### src/rtl/timer_pkg.sv
// Shared constants for the down-counting timer: register map,
// CTRL bit positions and the timer state encoding.
package timer_pkg;

  localparam int unsigned REG_CTRL     = 0;
  localparam int unsigned REG_LOAD     = 1;
  localparam int unsigned REG_COUNT    = 2;
  localparam int unsigned REG_STATUS   = 3;
  localparam int unsigned REG_PRESCALE = 4;

  localparam int unsigned CTRL_EN  = 0;
  localparam int unsigned CTRL_PER = 1;
  localparam int unsigned CTRL_IE  = 2;

  localparam int unsigned PSC_W = 8;

  typedef enum logic [1:0] {
    IDLE = 2'd0,
    RUN  = 2'd1,
    DONE = 2'd2
  } state_e;

endpackage

### src/rtl/timer_counter_if.sv
// Single-cycle register bus between the load/store path and the
// timer: write strobe, address, data, combinational read, irq.
interface timer_counter_if #(
  parameter int CNT_W  = 32,
  parameter int ADDR_W = 3
);

  logic              wr_en;
  logic [ADDR_W-1:0] addr;
  logic [CNT_W-1:0]  wdata;
  logic [CNT_W-1:0]  rd_data;
  logic              irq;

  modport master (
    output wr_en,
    output addr,
    output wdata,
    input  rd_data,
    input  irq
  );

  modport slave (
    input  wr_en,
    input  addr,
    input  wdata,
    output rd_data,
    output irq
  );

endinterface

### src/rtl/tick_edge_detect.sv
// Turns the T flip-flop toggle output into a one-clock pulse
// on each rising edge.
module tick_edge_detect (
  input  logic clk,
  input  logic rst,
  input  logic tick_in,
  output logic tick_o
);

  logic tick_q;

  always_ff @(posedge clk) begin
    if (rst) begin
      tick_q <= 1'b0;
    end else begin
      tick_q <= tick_in;
    end
  end

  assign tick_o = tick_in & ~tick_q;

endmodule

### src/rtl/timer_counter.sv
// Programmable down-counting timer with sticky expiry flag and irq.
// Optional PRESCALE register enabled by defining TIMER_PRESCALE_EN.
module timer_counter
  import timer_pkg::*;
#(
  parameter int CNT_W  = 32,
  parameter int ADDR_W = 3
) (
  input  logic            clk,
  input  logic            rst,
  input  logic            tick_in,
  timer_counter_if.slave  bus
);

  state_e           state_q, state_d;
  logic [2:0]       ctrl_q, ctrl_d;
  logic [CNT_W-1:0] load_q, load_d;
  logic [CNT_W-1:0] count_q, count_d;
  logic             flag_q, flag_d;
  logic             irq_q, irq_d;

  logic             tick;
  logic             eff_tick;
  logic             reload;
  logic             wr_ctrl;
  logic             wr_load;
  logic             wr_stat;
  logic             stop;
  logic [CNT_W-1:0] rd;

  tick_edge_detect u_edge (
    .clk     (clk),
    .rst     (rst),
    .tick_in (tick_in),
    .tick_o  (tick)
  );

  assign wr_ctrl = bus.wr_en && (bus.addr == ADDR_W'(REG_CTRL));
  assign wr_load = bus.wr_en && (bus.addr == ADDR_W'(REG_LOAD));
  assign wr_stat = bus.wr_en && (bus.addr == ADDR_W'(REG_STATUS));
  assign stop    = wr_ctrl && !bus.wdata[CTRL_EN];

`ifdef TIMER_PRESCALE_EN
  logic [PSC_W-1:0] psc_q, psc_d;
  logic [PSC_W-1:0] pcnt_q, pcnt_d;
  logic             wr_psc;

  assign wr_psc   = bus.wr_en && (bus.addr == ADDR_W'(REG_PRESCALE));
  assign eff_tick = tick && (pcnt_q == psc_q);
`else
  assign eff_tick = tick;
`endif

  always_comb begin
    state_d = state_q;
    ctrl_d  = ctrl_q;
    load_d  = load_q;
    count_d = count_q;
    flag_d  = flag_q;
    reload  = 1'b0;

    if (wr_load) begin
      load_d = bus.wdata;
    end
    if (wr_stat && bus.wdata[0]) begin
      flag_d = 1'b0;
    end

    if (wr_ctrl) begin
      ctrl_d = bus.wdata[2:0];
      if (!bus.wdata[CTRL_EN]) begin
        state_d = IDLE;
      end else if (state_q != RUN) begin
        count_d = load_q;
        state_d = RUN;
        reload  = 1'b1;
      end
    end

    // expiry is evaluated after the W1C so a same-cycle set wins
    if (state_q == RUN && eff_tick && !stop) begin
      if (count_q != '0) begin
        count_d = count_q - CNT_W'(1);
      end else begin
        flag_d = 1'b1;
        if (ctrl_q[CTRL_PER]) begin
          count_d = load_q;
          reload  = 1'b1;
        end else begin
          ctrl_d[CTRL_EN] = 1'b0;
          state_d         = DONE;
        end
      end
    end

    irq_d = flag_q & ctrl_q[CTRL_IE];
  end

`ifdef TIMER_PRESCALE_EN
  always_comb begin
    psc_d  = psc_q;
    pcnt_d = pcnt_q;
    if (wr_psc) begin
      psc_d = bus.wdata[PSC_W-1:0];
    end
    if (state_q == RUN && tick) begin
      pcnt_d = eff_tick ? '0 : pcnt_q + PSC_W'(1);
    end
    if (reload) begin
      pcnt_d = '0;
    end
  end

  always_ff @(posedge clk) begin
    if (rst) begin
      psc_q  <= '0;
      pcnt_q <= '0;
    end else begin
      psc_q  <= psc_d;
      pcnt_q <= pcnt_d;
    end
  end
`endif

  always_ff @(posedge clk) begin
    if (rst) begin
      state_q <= IDLE;
      ctrl_q  <= '0;
      load_q  <= '0;
      count_q <= '0;
      flag_q  <= 1'b0;
      irq_q   <= 1'b0;
    end else begin
      state_q <= state_d;
      ctrl_q  <= ctrl_d;
      load_q  <= load_d;
      count_q <= count_d;
      flag_q  <= flag_d;
      irq_q   <= irq_d;
    end
  end

  always_comb begin
    rd = '0;
    unique case (bus.addr)
      ADDR_W'(REG_CTRL):     rd = CNT_W'(ctrl_q);
      ADDR_W'(REG_LOAD):     rd = load_q;
      ADDR_W'(REG_COUNT):    rd = count_q;
      ADDR_W'(REG_STATUS):   rd = CNT_W'(flag_q);
`ifdef TIMER_PRESCALE_EN
      ADDR_W'(REG_PRESCALE): rd = CNT_W'(psc_q);
`endif
      default:               rd = '0;
    endcase
  end

  assign bus.rd_data = rd;
  assign bus.irq     = irq_q;

endmodule

### src/flat_wrapper.sv
// flat-port wrapper written by rule: the top's interface ports become plain ports
module timer_counter_flat import timer_pkg::*;
#(
  parameter int CNT_W  = 32,
  parameter int ADDR_W = 3
)
  (clk, rst, tick_in, bus_wr_en, bus_addr, bus_wdata, bus_rd_data, bus_irq);
  timer_counter_if #(.CNT_W(CNT_W), .ADDR_W(ADDR_W)) bus_i ();
  input  logic clk;
  input  logic rst;
  input  logic tick_in;
  input wire logic [$bits(bus_i.wr_en)-1:0] bus_wr_en;
  input wire logic [$bits(bus_i.addr)-1:0] bus_addr;
  input wire logic [$bits(bus_i.wdata)-1:0] bus_wdata;
  output wire logic [$bits(bus_i.rd_data)-1:0] bus_rd_data;
  output wire logic [$bits(bus_i.irq)-1:0] bus_irq;
  assign bus_i.wr_en = bus_wr_en;
  assign bus_i.addr = bus_addr;
  assign bus_i.wdata = bus_wdata;
  assign bus_rd_data = bus_i.rd_data;
  assign bus_irq = bus_i.irq;
  timer_counter #(.CNT_W(CNT_W), .ADDR_W(ADDR_W)) u_core (.clk(clk), .rst(rst), .tick_in(tick_in), .bus(bus_i));
endmodule
### config.mk
export PLATFORM = sky130hd
export DESIGN_NAME = timer_counter_flat
export DESIGN_NICKNAME = d
export VERILOG_FILES = /design/src/rtl/timer_pkg.sv /design/src/rtl/timer_counter_if.sv /design/src/rtl/tick_edge_detect.sv /design/src/rtl/timer_counter.sv /design/src/flat_wrapper.sv
export SDC_FILE = /design/constraint.sdc
export NUM_CORES = 1
export LEC_CHECK = 0
export ABC_CLOCK_PERIOD_IN_PS = 3540
export BUFFER_PORTS_ARGS = -buffer_cell sky130_fd_sc_hd__buf_2
export CAP_MARGIN = 15
export CORE_MARGIN = 2
export CORE_UTILIZATION = 41
export CTS_CLUSTER_DIAMETER = 60
export DETAILED_ROUTE_END_ITERATION = 8
export PLACE_DENSITY_LB_ADDON = 0.1
export SLEW_MARGIN = 25
export SYNTH_ARGS = -nofsm -noshare
export SYNTH_HDL_FRONTEND = slang
export SYNTH_SLANG_ARGS = --single-unit
### constraint.sdc
create_clock -name clk -period 3.54 [get_ports clk]
set_input_delay 0.177 -clock clk [delete_from_list [all_inputs] [get_ports clk]]
set_output_delay 0.177 -clock clk [all_outputs]
set_load 0.01 [all_outputs]
==> results of run 1 <==
[worst paths after layout]
| kind | from | end | slack, ns | cells after the start |
|---|---|---|---|---|
| max | u_core.count_q[25]$_SDFF_PP0_ | u_core.count_q[11]$_SDFF_PP0_ | 0.53 | 6 |
| min | bus_wdata[14] | u_core.load_q[14]$_SDFFE_PP0P_ | 0.05 | 3 |
| max reg2reg | u_core.count_q[25]$_SDFF_PP0_ | u_core.count_q[11]$_SDFF_PP0_ | 0.53 | 6 |
| min reg2reg | u_core.ctrl_q[2]$_SDFFE_PP0P_ | u_core.bus.irq$_SDFF_PP0_ | 0.45 | 2 |
[cell families after synthesis]
group                      synth area share (%)
adders and majority gates                 0.582
buffers and inverters                      4.43
DFF                                        33.5
xor gates and xnor gates                   4.69
and+or+nand+nor                            23.5
AOI/OAI and AO/OA                          22.7
muxes                                      10.6
[registers in the layout (all words and copies together) (netlist names)]
| name | count |
|---|---|
| u_core.bus.irq | 1 |
| u_core.load_q | 32 |
| u_core.ctrl_q | 3 |
| u_core.u_edge.tick_q | 1 |
| u_core.state_q | 2 |
| u_core.count_q | 32 |
| u_core.flag_q | 1 |
[stage by stage]
step	cell area, um^2	hold WS [ns]
final	5020	0.0537
after global routing	5020	0.0517
after CTS	5020	0.0430
after detailed placement	4750	0.421
after global placement	4750	0.407
after floorplan	4300	0.305
[cell type report]
cell class | count | share of cell area, %
clock buffer | 10 | 2.74
clock inverter | 5 | 2.57
inverter | 2 | 0.150
multi-input combinational | 407 | 53.3
sequential | 72 | 28.7
tap | 136 | 3.39
timing repair buffer | 85 | 9.17
[power by group]
| part | internal (uW) | switching [uW] |
|---|---|---|
| combinational | 95.7 | 154 |
| sequential | 822 | 14.8 |
| clock | 556 | 327 |
[synthesized netlist by cell type, drive strengths merged, types with 5 or more instances]
master | count | area (um^2)
nand2 | 82 | 313
dfxtp | 72 | 1440
a21oi | 43 | 215
mux2i | 40 | 400
clkbuf | 39 | 151
a22o | 29 | 254
nor2 | 25 | 93.8
o21ai | 25 | 136
nor3 | 23 | 115
a221oi | 14 | 123
nand3b | 14 | 105
xor2 | 13 | 114
or4 | 10 | 86.3
xnor2 | 10 | 87.6
or3 | 9 | 61.3
nand3 | 6 | 30.0
a211oi | 5 | 37.5
buf | 5 | 31.3
nand2b | 5 | 31.3
nand4 | 5 | 31.3
nor2b | 5 | 31.3
nor4 | 5 | 46.3
[per-layer routing]
layer / global-route usage, % / part of all wire (%) / vias to the layer above
met1: 29.8 / 47 / 2011
met3: 3.00 / 4.2 / 16
met4: 8.46 / 1.7 / 0
met5: 0 / 0 / -
met2: 37.6 / 47 / 96
li1: - / - / 2030
[tightest hold or removal path, cell delays in order]
cell     delay [ns]
buf_2          0.10
nand2_1        0.04
a21oi_1        0.05
==> results.sh, run 1 <==
export IMPL_antenna_found_initial=0
export IMPL_ys_seq_area_share_pct=33.5
export IMPL_core_area_um2=10200
export IMPL_syn_area_per_cell_um2=8.18
export IMPL_dp_hpwl_um=8170
export IMPL_p_leak_uw=0.00225
export IMPL_fmax_mhz=332
export IMPL_hold_viol_final=0
export IMPL_totalPowerFinal_uw=1970
export IMPL_crit_fanout=11
export IMPL_ctsResizeCount=0
export IMPL_finalSetupTns_ns=0
export IMPL_postLayoutCoreUtil_pct=49.1
export IMPL_ys_flop_type="dfxtp_1"
export IMPL_power_density_nw_per_um2=392
export IMPL_vias_per_cell=5.79
export IMPL_start_util_pct=42.0
export IMPL_place_port_buffers=71
export IMPL_mostFrequentLayoutCells="80 x nand2_1, 72 x dfxtp_1, 71 x buf_2, 43 x a21oi_1, 40 x mux2i_1"
export IMPL_synth_seq_cells=72
export IMPL_max_stage_delay_ns=0.60
export IMPL_routed_wl_um=12600
export IMPL_die_area_um2=11300
export IMPL_cts_tree="built"
export IMPL_finalClockSkew_ns=0.0124
export IMPL_cts_buffers=9
export IMPL_pre_cts_ws_ns=0.550
export IMPL_slowest_stage="or4_4"
export IMPL_firstDrtPassIters=4
export IMPL_nNetsFinal=618
export IMPL_cts_clk_slew_worst_paths_ns=0.08
export IMPL_grt_pass1_wl_um=20400
export IMPL_cts_buffer_depth=2
export IMPL_wl_per_cell_um=17.5
export IMPL_yosysUniqueCellTypes=53
export IMPL_ant_nets=0
export IMPL_htreeDepth=3
export IMPL_drive_gt1_share_pct=20.0
export IMPL_diodes=0
export IMPL_crit_buf_inv=0
export IMPL_worst_path_most_repeated_cell="or4_4"
export IMPL_worstSetupStartpointType="flop"
export IMPL_synth_edf_count=0
export IMPL_dieWidth_um=106
export IMPL_slew_headroom_pct=38.3
export IMPL_track_usage_pct=22.6
export IMPL_min_period_over_period_pct=85.0
export IMPL_status="finished, final reports clean"
export IMPL_syn_nets=566
export IMPL_layout_commonest_cell="nand2_1"
export IMPL_async_flop_share_pct=0
export IMPL_gp_congestion=0.861
export IMPL_endpoint_kind="flop"
export IMPL_yosysWarnings=0
export IMPL_dp_cells=702
export IMPL_grt_ovfl_total=0
export IMPL_slew_viol_final=0
export IMPL_cp_required_ns=3.78
export IMPL_crit_family="simple AND/OR/NAND/NOR gates"
export IMPL_clock_latency_ns=0.35
export IMPL_ir_drop_uv=159
export IMPL_critPathArrivalTime_ns=3.25
export IMPL_synth_area_um2=4300
export IMPL_grt_pass1_vias=4022
export IMPL_drc=0
export IMPL_regArea_um2=1440
export IMPL_cts_setup_buffers=0
export IMPL_clock_sinks=72
export IMPL_worstMarginPinSlew_ns=0.925
export IMPL_fin_ws_ns=0.529
export IMPL_grt_max_degree=45
export IMPL_setup_violations=0
export IMPL_rsz0062_at_grt="no"
export IMPL_drv_cap=0
export IMPL_hold_path_class="input pin to flop"
export IMPL_critPathKind="flop to flop"
export IMPL_area_delta_synth_final_pct=16.8
export IMPL_clock_root_buffer="clkbuf_8"
export IMPL_dr_total_vias=4153
export IMPL_io_pins=72
export IMPL_min_period_ns=3.01
export IMPL_synth_cells=525
export IMPL_filler_cell_count=1066
export IMPL_cp_cell_sequence="or4_4 > or4_1 > or4_4 > o21ai_4 > nand2_2 > o221a_1"
export IMPL_instances_no_fill=717
export IMPL_ctsHoldBuffers=0
export IMPL_drt_first_iter_violations=220
export IMPL_multi_input_area_um2=2670
export IMPL_rows=37
export IMPL_die_y_um=106
Note: power is estimated with default switching activity, not from simulation.
==> inputs of run 2 (changes only) <==
--- a/config.mk
+++ b/config.mk
@@ -13,6 +13,7 @@
 export CTS_CLUSTER_DIAMETER = 60
 export DETAILED_ROUTE_END_ITERATION = 8
 export PLACE_DENSITY_LB_ADDON = 0.1
+export RECOVER_POWER = 25
 export SLEW_MARGIN = 25
 export SYNTH_ARGS = -nofsm -noshare
 export SYNTH_HDL_FRONTEND = slang
==> run 2 against run 1 <==
  * The flow now finishes with violations (capacitance limit, slew limit)
  * Sequential cell count stayed put
  * Clock power hardly changed
  * Critical path depth stayed put
  * Total power is 0.14% lower
  * Non-clock buffer count stayed put
  * Critical path type unchanged
  * Largest power group unchanged
==> results.sh, run 2 (synthesis gave the netlist of run 1 again) <==
export IMPL_status="finished with violations"
export IMPL_violations="capacitance limit, slew limit"
export IMPL_grt_ovfl_total=0
export IMPL_finalSetupTns_ns=0
export IMPL_filler_cell_count=1070
export IMPL_worstMarginPinSlew_ns=2.07
export IMPL_layout_commonest_cell="nand2_1"
export IMPL_instances_no_fill=717
export IMPL_reg_largest_list="u_core.count_q: 32 flops, u_core.load_q: 32 flops, u_core.ctrl_q: 3 flops"
export IMPL_die_area_um2=11300
export IMPL_firstDrtPassIters=4
export IMPL_drive_gt1_share_pct=18.8
export IMPL_regArea_um2=1440
export IMPL_drv_cap=2
export IMPL_die_y_um=106
export IMPL_grt_pass1_vias=4022
export IMPL_dieWidth_um=106
export IMPL_drc=0
export IMPL_start_util_pct=42.0
export IMPL_mostFrequentLayoutCells="80 x nand2_1, 72 x dfxtp_1, 66 x buf_2, 43 x a21oi_1, 40 x mux2i_1"
export IMPL_min_period_ns=3.02
export IMPL_crit_fanout=11
export IMPL_hold_path_class="input pin to flop"
export IMPL_grt_pass1_wl_um=20400
export IMPL_power_density_nw_per_um2=393
export IMPL_nNetsFinal=618
export IMPL_fmax_mhz=331
export IMPL_cts_tree="built"
export IMPL_dp_cells=702
export IMPL_drt_first_iter_violations=219
export IMPL_ir_drop_uv=159
export IMPL_dp_hpwl_um=8170
export IMPL_clock_sinks=72
export IMPL_cp_required_ns=3.70
export IMPL_io_pins=72
export IMPL_antenna_found_initial=0
export IMPL_endpoint_kind="flop"
export IMPL_worstSetupStartpointType="flop"
export IMPL_worstHoldStart="bus_wdata[14]"
export IMPL_multi_input_area_um2=2670
export IMPL_hold_viol_final=0
export IMPL_slew_headroom_pct=-38.2
export IMPL_place_port_buffers=71
export IMPL_p_leak_uw=0.00222
export IMPL_ant_nets=0
export IMPL_critPathKind="flop to flop"
export IMPL_clock_latency_ns=0.35
export IMPL_dr_total_vias=4131
export IMPL_ctsResizeCount=0
export IMPL_track_usage_pct=22.6
export IMPL_ctsHoldBuffers=0
export IMPL_critPathArrivalTime_ns=3.18
export IMPL_cts_buffers=9
export IMPL_cts_buffer_depth=2
export IMPL_cts_setup_buffers=0
export IMPL_area_delta_synth_final_pct=16.5
export IMPL_min_period_over_period_pct=85.2
export IMPL_rsz0062_at_grt="no"
export IMPL_slew_viol_final=77
export IMPL_vias_per_cell=5.76
export IMPL_crit_path_start="u_core.count_q[25]$_SDFF_PP0_"
export IMPL_diodes=0
export IMPL_gp_congestion=0.861
export IMPL_wl_per_cell_um=17.5
export IMPL_clock_root_buffer="clkbuf_8"
export IMPL_rows=37
export IMPL_setup_violations=0
export IMPL_core_area_um2=10200
export IMPL_rr_startpoint="u_core.count_q[25]$_SDFF_PP0_"
export IMPL_htreeDepth=3
export IMPL_finalClockSkew_ns=0.0125
export IMPL_grt_max_degree=45
export IMPL_routed_wl_um=12500
export IMPL_cts_clk_slew_worst_paths_ns=0.08
-- run 2: changes by cell type in the layout (fill, tap and decap cells not counted) --
| cell | delta |
|---|---|
| buf_2 | -5 |
| buf_4 | -2 |
| clkbuf_1 | +7 |
-- run 2: area by class of cell --
cell class / count / share of cell area [%]
Tap cell: 136 / 3.40
Sequential cell: 72 / 28.8
Clock buffer: 10 / 2.75
Inverter: 2 / 0.150
Timing Repair Buffer: 85 / 8.92
Multi-Input combinational cell: 407 / 53.4
Clock inverter: 5 / 2.58
-- run 2: final timing paths --
| kind | cells past startpoint | end | slack (ns) |
|---|---|---|---|
| worst max-delay path | 6 | u_core.count_q[13]$_SDFF_PP0_ | 0.52 |
| worst min-delay path | 3 | u_core.load_q[14]$_SDFFE_PP0P_ | 0.05 |
| worst max register to register | 6 | u_core.count_q[13]$_SDFF_PP0_ | 0.52 |
| worst min register to register | 2 | u_core.bus.irq$_SDFF_PP0_ | 0.45 |
-- run 2: critical path, stage by stage (launching register included) --
cell and delay [ns]:
dfxtp_1 0.37, or4_4 0.58, or4_1 0.56, or4_4 0.60
o21ai_4 0.38, buf_4 0.23, a221oi_1 0.09
-- run 2: report_power, final --
part | leakage (uW) | internal (uW) | switching [uW]
sequential | 0.000582 | 822 | 14.7
combinational | 0.00151 | 94.9 | 154
clock | 0.000133 | 556 | 325
-- run 2: routing by layer --
| layer | GRT usage [%] | vias to the layer above | share of wire [%] |
|---|---|---|---|
| met5 | 0 | - | 0 |
| met4 | 8.46 | 0 | 1.7 |
| met3 | 3.00 | 16 | 4.1 |
| met2 | 37.6 | 99 | 47 |
| met1 | 29.8 | 1981 | 47 |
| li1 | - | 2035 | - |
-- run 2: metrics by stage --
step | setup WS (ns) | power (uW) | hold slack, ns | utilization [%] | instance area (um^2)
2_1_floorplan | 0.864 | 1030 | 0.305 | - | 4300
3_3_place_gp | 0.638 | 1100 | 0.407 | 46.4 | 4750
3_5_place_dp | 0.550 | 1100 | 0.421 | 46.4 | 4750
4_1_cts | 0.536 | 1980 | 0.0430 | 49.1 | 5020
5_1_grt | 0.289 | 2040 | 0.0517 | 48.9 | 5000
6_report | 0.523 | 1970 | 0.0542 | 48.9 | 5000
